--- config.mk ---
export PLATFORM = sky130hd
export DESIGN_NAME = mux41_d
export DESIGN_NICKNAME = d
export VERILOG_FILES = /design/src/rtl/mux41_d.sv
export SDC_FILE = /design/constraint.sdc
export NUM_CORES = 1
export LEC_CHECK = 0
export CAP_MARGIN = 20
export CORE_AREA = 5 5 42 44
export DETAILED_ROUTE_END_ITERATION = 10
export DIE_AREA = 0 0 47 49
export SLEW_MARGIN = 15
export SYNTH_ARGS = -nofsm -noshare
export SYNTH_HDL_FRONTEND = slang
export SYNTH_SLANG_ARGS = --single-unit
--- constraint.sdc ---
create_clock -name clk -period 1.7 [get_ports clk]
set_clock_uncertainty 0.1 [all_clocks]
set_input_delay 0.51 -clock clk [delete_from_list [all_inputs] [get_ports clk]]
set_output_delay 0.51 -clock clk [all_outputs]
set_load 0.005 [all_outputs]
--- src/rtl/mux41_d.sv ---
// Registered 4:1 lane selector with per-lane mask; out/out_valid follow the sampled lane one cycle late.
// out_comb is the same selection with no register stage; there is no backpressure, and en only gates the load.
module mux41_d #(
    parameter int WIDTH = 1
) (
    input  logic               clk,
    input  logic               rst,
    input  logic               en,
    input  logic [4*WIDTH-1:0] in,
    input  logic [1:0]         sel,
    input  logic [3:0]         lane_mask,
    output logic [WIDTH-1:0]   out,
    output logic               out_valid,
    output logic [WIDTH-1:0]   out_comb
);

    logic [WIDTH-1:0] w_lane;
    logic             w_lane_en;
    logic [WIDTH-1:0] w_sel_data;
    logic [WIDTH-1:0] r_out;
    logic             r_valid;

    // Explicit case keeps unselected lanes (even X/Z) out of the result.
    always_comb begin
        w_lane = '0;
        case (sel)
            2'd0:    w_lane = in[0*WIDTH +: WIDTH];
            2'd1:    w_lane = in[1*WIDTH +: WIDTH];
            2'd2:    w_lane = in[2*WIDTH +: WIDTH];
            default: w_lane = in[3*WIDTH +: WIDTH];
        endcase
    end

    assign w_lane_en  = lane_mask[sel];
    assign w_sel_data = w_lane_en ? w_lane : '0;

    always_ff @(posedge clk or posedge rst) begin
        if (rst) begin
            r_out   <= '0;
            r_valid <= 1'b0;
        end else begin
            r_valid <= en;
            if (en) begin
                r_out <= w_sel_data;
            end
        end
    end

    assign out       = r_out;
    assign out_valid = r_valid;
    assign out_comb  = w_sel_data;

endmodule

### Word level (Yosys, flattened, before mapping)

Cells that the tools add are included.

* output and inout port bits: 3
* logic and storage cells: 10
* bits in registers: 2

* multiplexer cells: 4
* reductions and logical operators: 1
* $lt $le $gt $ge: 1
* equality and inequality tests: 2

Operators with widths (number)
* < comparator 2 x 3 -> 1 bit, second input constant: 1
* one-hot mux 1 bit (3 select lines): 1
* binary-select mux 1 bit (select 2 bit): 1
* == test 2 x 1 -> 1 bit, second input constant: 1
* == test 2 bit, second input constant: 1
* logical NOT 2 bit: 1
* 2-to-1 mux 1 bit: 2

### Logic depth before layout (Yosys ltp)

* word-level depth: 3
* depth in mapped cells: 3
* mapped depth without buffers: 3

### Worst setup path after synthesis

No wires, ideal clock.

* path kind: input to output
* start point: input lane_mask[0]
* end point: output out_comb
* path slack: -0.061 ns
* arrival: 1.151 ns
* data required time: 1.090 ns
* cell stages on the path: 3
* cell sequence: and3b_1 -> a311o_1 -> and2_2

* longest elaborated chain between the ends: 3

Ends and longest elaborated chain
* start, declared: RTL line 11 `input logic [3:0] lane_mask,`
* binary-select mux 1 bit (select 2 bit): RTL line 34 `assign w_lane_en = lane_mask[sel];`
* 2-to-1 mux 1 bit (not written as such): RTL line 34
* 2-to-1 mux 1 bit: RTL line 35 `assign w_sel_data = w_lane_en ? w_lane : '0;`
* end, declared: RTL line 14 `output logic [WIDTH-1:0] out_comb`

No other way between the ends. The select of a mux whose other input is x is not followed.

### Worst setup path after layout

Same ends and word-level chain as after synthesis.

==> reports/qor.yml <==
outcome: "finished, violations left"
violations: "negative setup slack"
cp_top_family: "simple AND/OR/NAND/NOR gates"
placed_cell_area_um2: 305
p_sw_frac: 0.194
rsz0062_at_grt: "yes"
crit_slowest_cell: "a311o_1"
grt-busiest-layer: "met2"
grt_max_degree: 4
dpl.cell_count: 45
final_antenna_net_count: 0
dr.pass1.iters: 1
grt_pass1_vias: 229
grt_util_met1: 0.0460
critPathMaxStageDelay_ps: 300
intPower_mw: 0.184
root_buffer: "clkbuf_4"
clk_pin_slew_ps: 30
path_common_cell: "buf_6"
worst_r2r_startpoint: "out"
power_frac_seq: 0.233
grt_util_met2: 0.0701
ys_ff_latch: 2
fin_crit_sh: 1.14
tns_ps: -237
seq_area_frac_synth: 0.449
placementRows: 14
power_frac_comb: 0.319
setup_ws_ps: -237
fin_area_um2: 378
peakVddDrop_uv: 152
ys_types: 10
numCtsBuffers: 3
maxSlewHeadroom: 0.860
pin_count: 16
crit_fanout: 2
cp_data_arrival_time_ps: 1330
power_frac_clock: 0.448
power_leakage_nw: 0.192
path_depth: 5
drt_iter0_markers: 0
core_um2: 1400
htreeDepth: 1
startpoint: "lane_mask[0]"
path_cells: "buf_6 -> and3b_1 -> a311o_1 -> and2_4 -> buf_6"
antenna_found_initial: 0
die_h_um: 49
cts_buffer_depth: 2
grt_pass1_wl_um: 765
final-instance-count-excl-fill: 53
tightest_slew_ps: 209
switching_power_mw: 0.0441
cts_tree: "done"
cp-endpoint: "out_comb"
layout-area-overhead-vs-synth_pct: 239
syn-cell-area_um2: 111
rr_worst_depth: 2
portBuffers: 15
drive_gt1_frac: 0.459
worstSetupPathType: "in -> out"
setup_viol: 1
wl_per_cell_um: 9.04
crit_required_ps: 1090
cts_sinks: 2
fin_util: 0.270
power.density_nw_per_um2: 603
postSynthCellCount: 11
hp-class: "in -> async"
grt_overflow: 0
num_antenna_cells: 0
globalplace.congestion: 0.663
gr-usage-met3: 0.0221
worstReg2RegEnd: "out"
clock_latency_ps: 220
viasPerCell: 3.57
timing.final.crit_period_ps: 1940
dieWidth_um: 47
fmax_mhz: 516
slew_violations: 0
crit_path_end_kind: "output pin"
ys_warn_count: 0
cp-start-kind: "primary input"
drc_errors: 0
synth_nets: 24
max-cap-violations: 0
track_usage: 0.0492
dieArea_um2: 2300
r2r_slack_ps: 830
fin_hold_ws_ps: 346
synth_area_per_cell_um2: 10.1
final_net_count: 52
vias: 189
wirelength_um: 479
cp_num_buf_inv: 2
finalHoldViolCount: 0
start_util: 0.0795
[per-stage QoR]
step	setup slack, ps	power, mW
CTS	-283	0.236
detailed placement	-938	0.117
finish	-237	0.228
global route	-279	0.249
global placement	-920	0.116
floorplan	14.6	0.0675
[synth_stat cells]
cell type,instances,area [µm²]
dfrtp_1,2,50.1
a311o_1,1,10.0
a31o_1,1,8.76
and2_2,1,7.51
and3b_1,1,8.76
inv_1,1,3.75
nand2_1,1,3.75
nand3_1,1,5.00
nor2b_1,1,6.26
o211ai_1,1,7.51
[worst min-delay path by stage]
stage               slack, ps  startpoint   to
floorplan                 150         rst  out
global placement          480         out  out
detailed placement        480         out  out
CTS                       340         rst  out
global route              370         rst  out
finish                    350         rst  out
[power by group through the flow]
stage / logic [mW] / registers, mW / clock network, mW
2_1_floorplan: 0.0133 / 0.0542 / 0
3_3_place_gp: 0.0624 / 0.0537 / 0
3_5_place_dp: 0.0628 / 0.0537 / 0
4_1_cts: 0.0715 / 0.0533 / 0.111
5_1_grt: 0.0788 / 0.0538 / 0.116
6_report: 0.0727 / 0.0531 / 0.102
[what timing repair did]
action                                  in CTS  in global routing
setup buffers                                6                  1
gates resized for setup                     25                  6
endpoints found under the setup margin       2                  3
pin swaps                                    7                  5
hold buffers                                 0                  0
[worst register-to-register path, delay by kind of cell, from the launching register on]
family / cells / cell delay (ps)
compound gates: 1 / 180
flops: 1 / 360
simple gates: 1 / 130
[cells in the final DEF (no fill, tap or decap), drive strengths merged]
cell,n
a311o,1
a31o,1
and2,1
and3b,1
buf,12
clkbuf,3
clkdlybuf4s15,4
clkdlybuf4s50,3
dfrtp,2
dlygate4sd2,3
dlymetal6s2s,1
inv,1
nand2,1
nand3,1
nor2b,1
o211ai,1
[cell families after synthesis]
| kind of cell | share of synthesized area |
|---|---|
| compound gates | 0.236 |
| buf+inv | 0.0337 |
| flops | 0.449 |
| simple gates | 0.281 |
[per-layer routing]
metal	vias to the layer above	wire length [µm]
li1	93	-
met1	80	142
met2	16	236
met3	0	100
met4	0	0
met5	-	0
[flip-flops by register name (all words and copies together) (netlist names)]
name / count
out_valid: 1
out: 1
[area by class of cell]
cell class	count	area, µm²
clock buffers	3	22.5
fillers	174	1020
inverters	1	3.75
multi-input cells	8	63.8
flip-flops and latches	2	50.0
well taps	16	20.0
repair buffers	23	218
(Power assumes the default switching activity.)
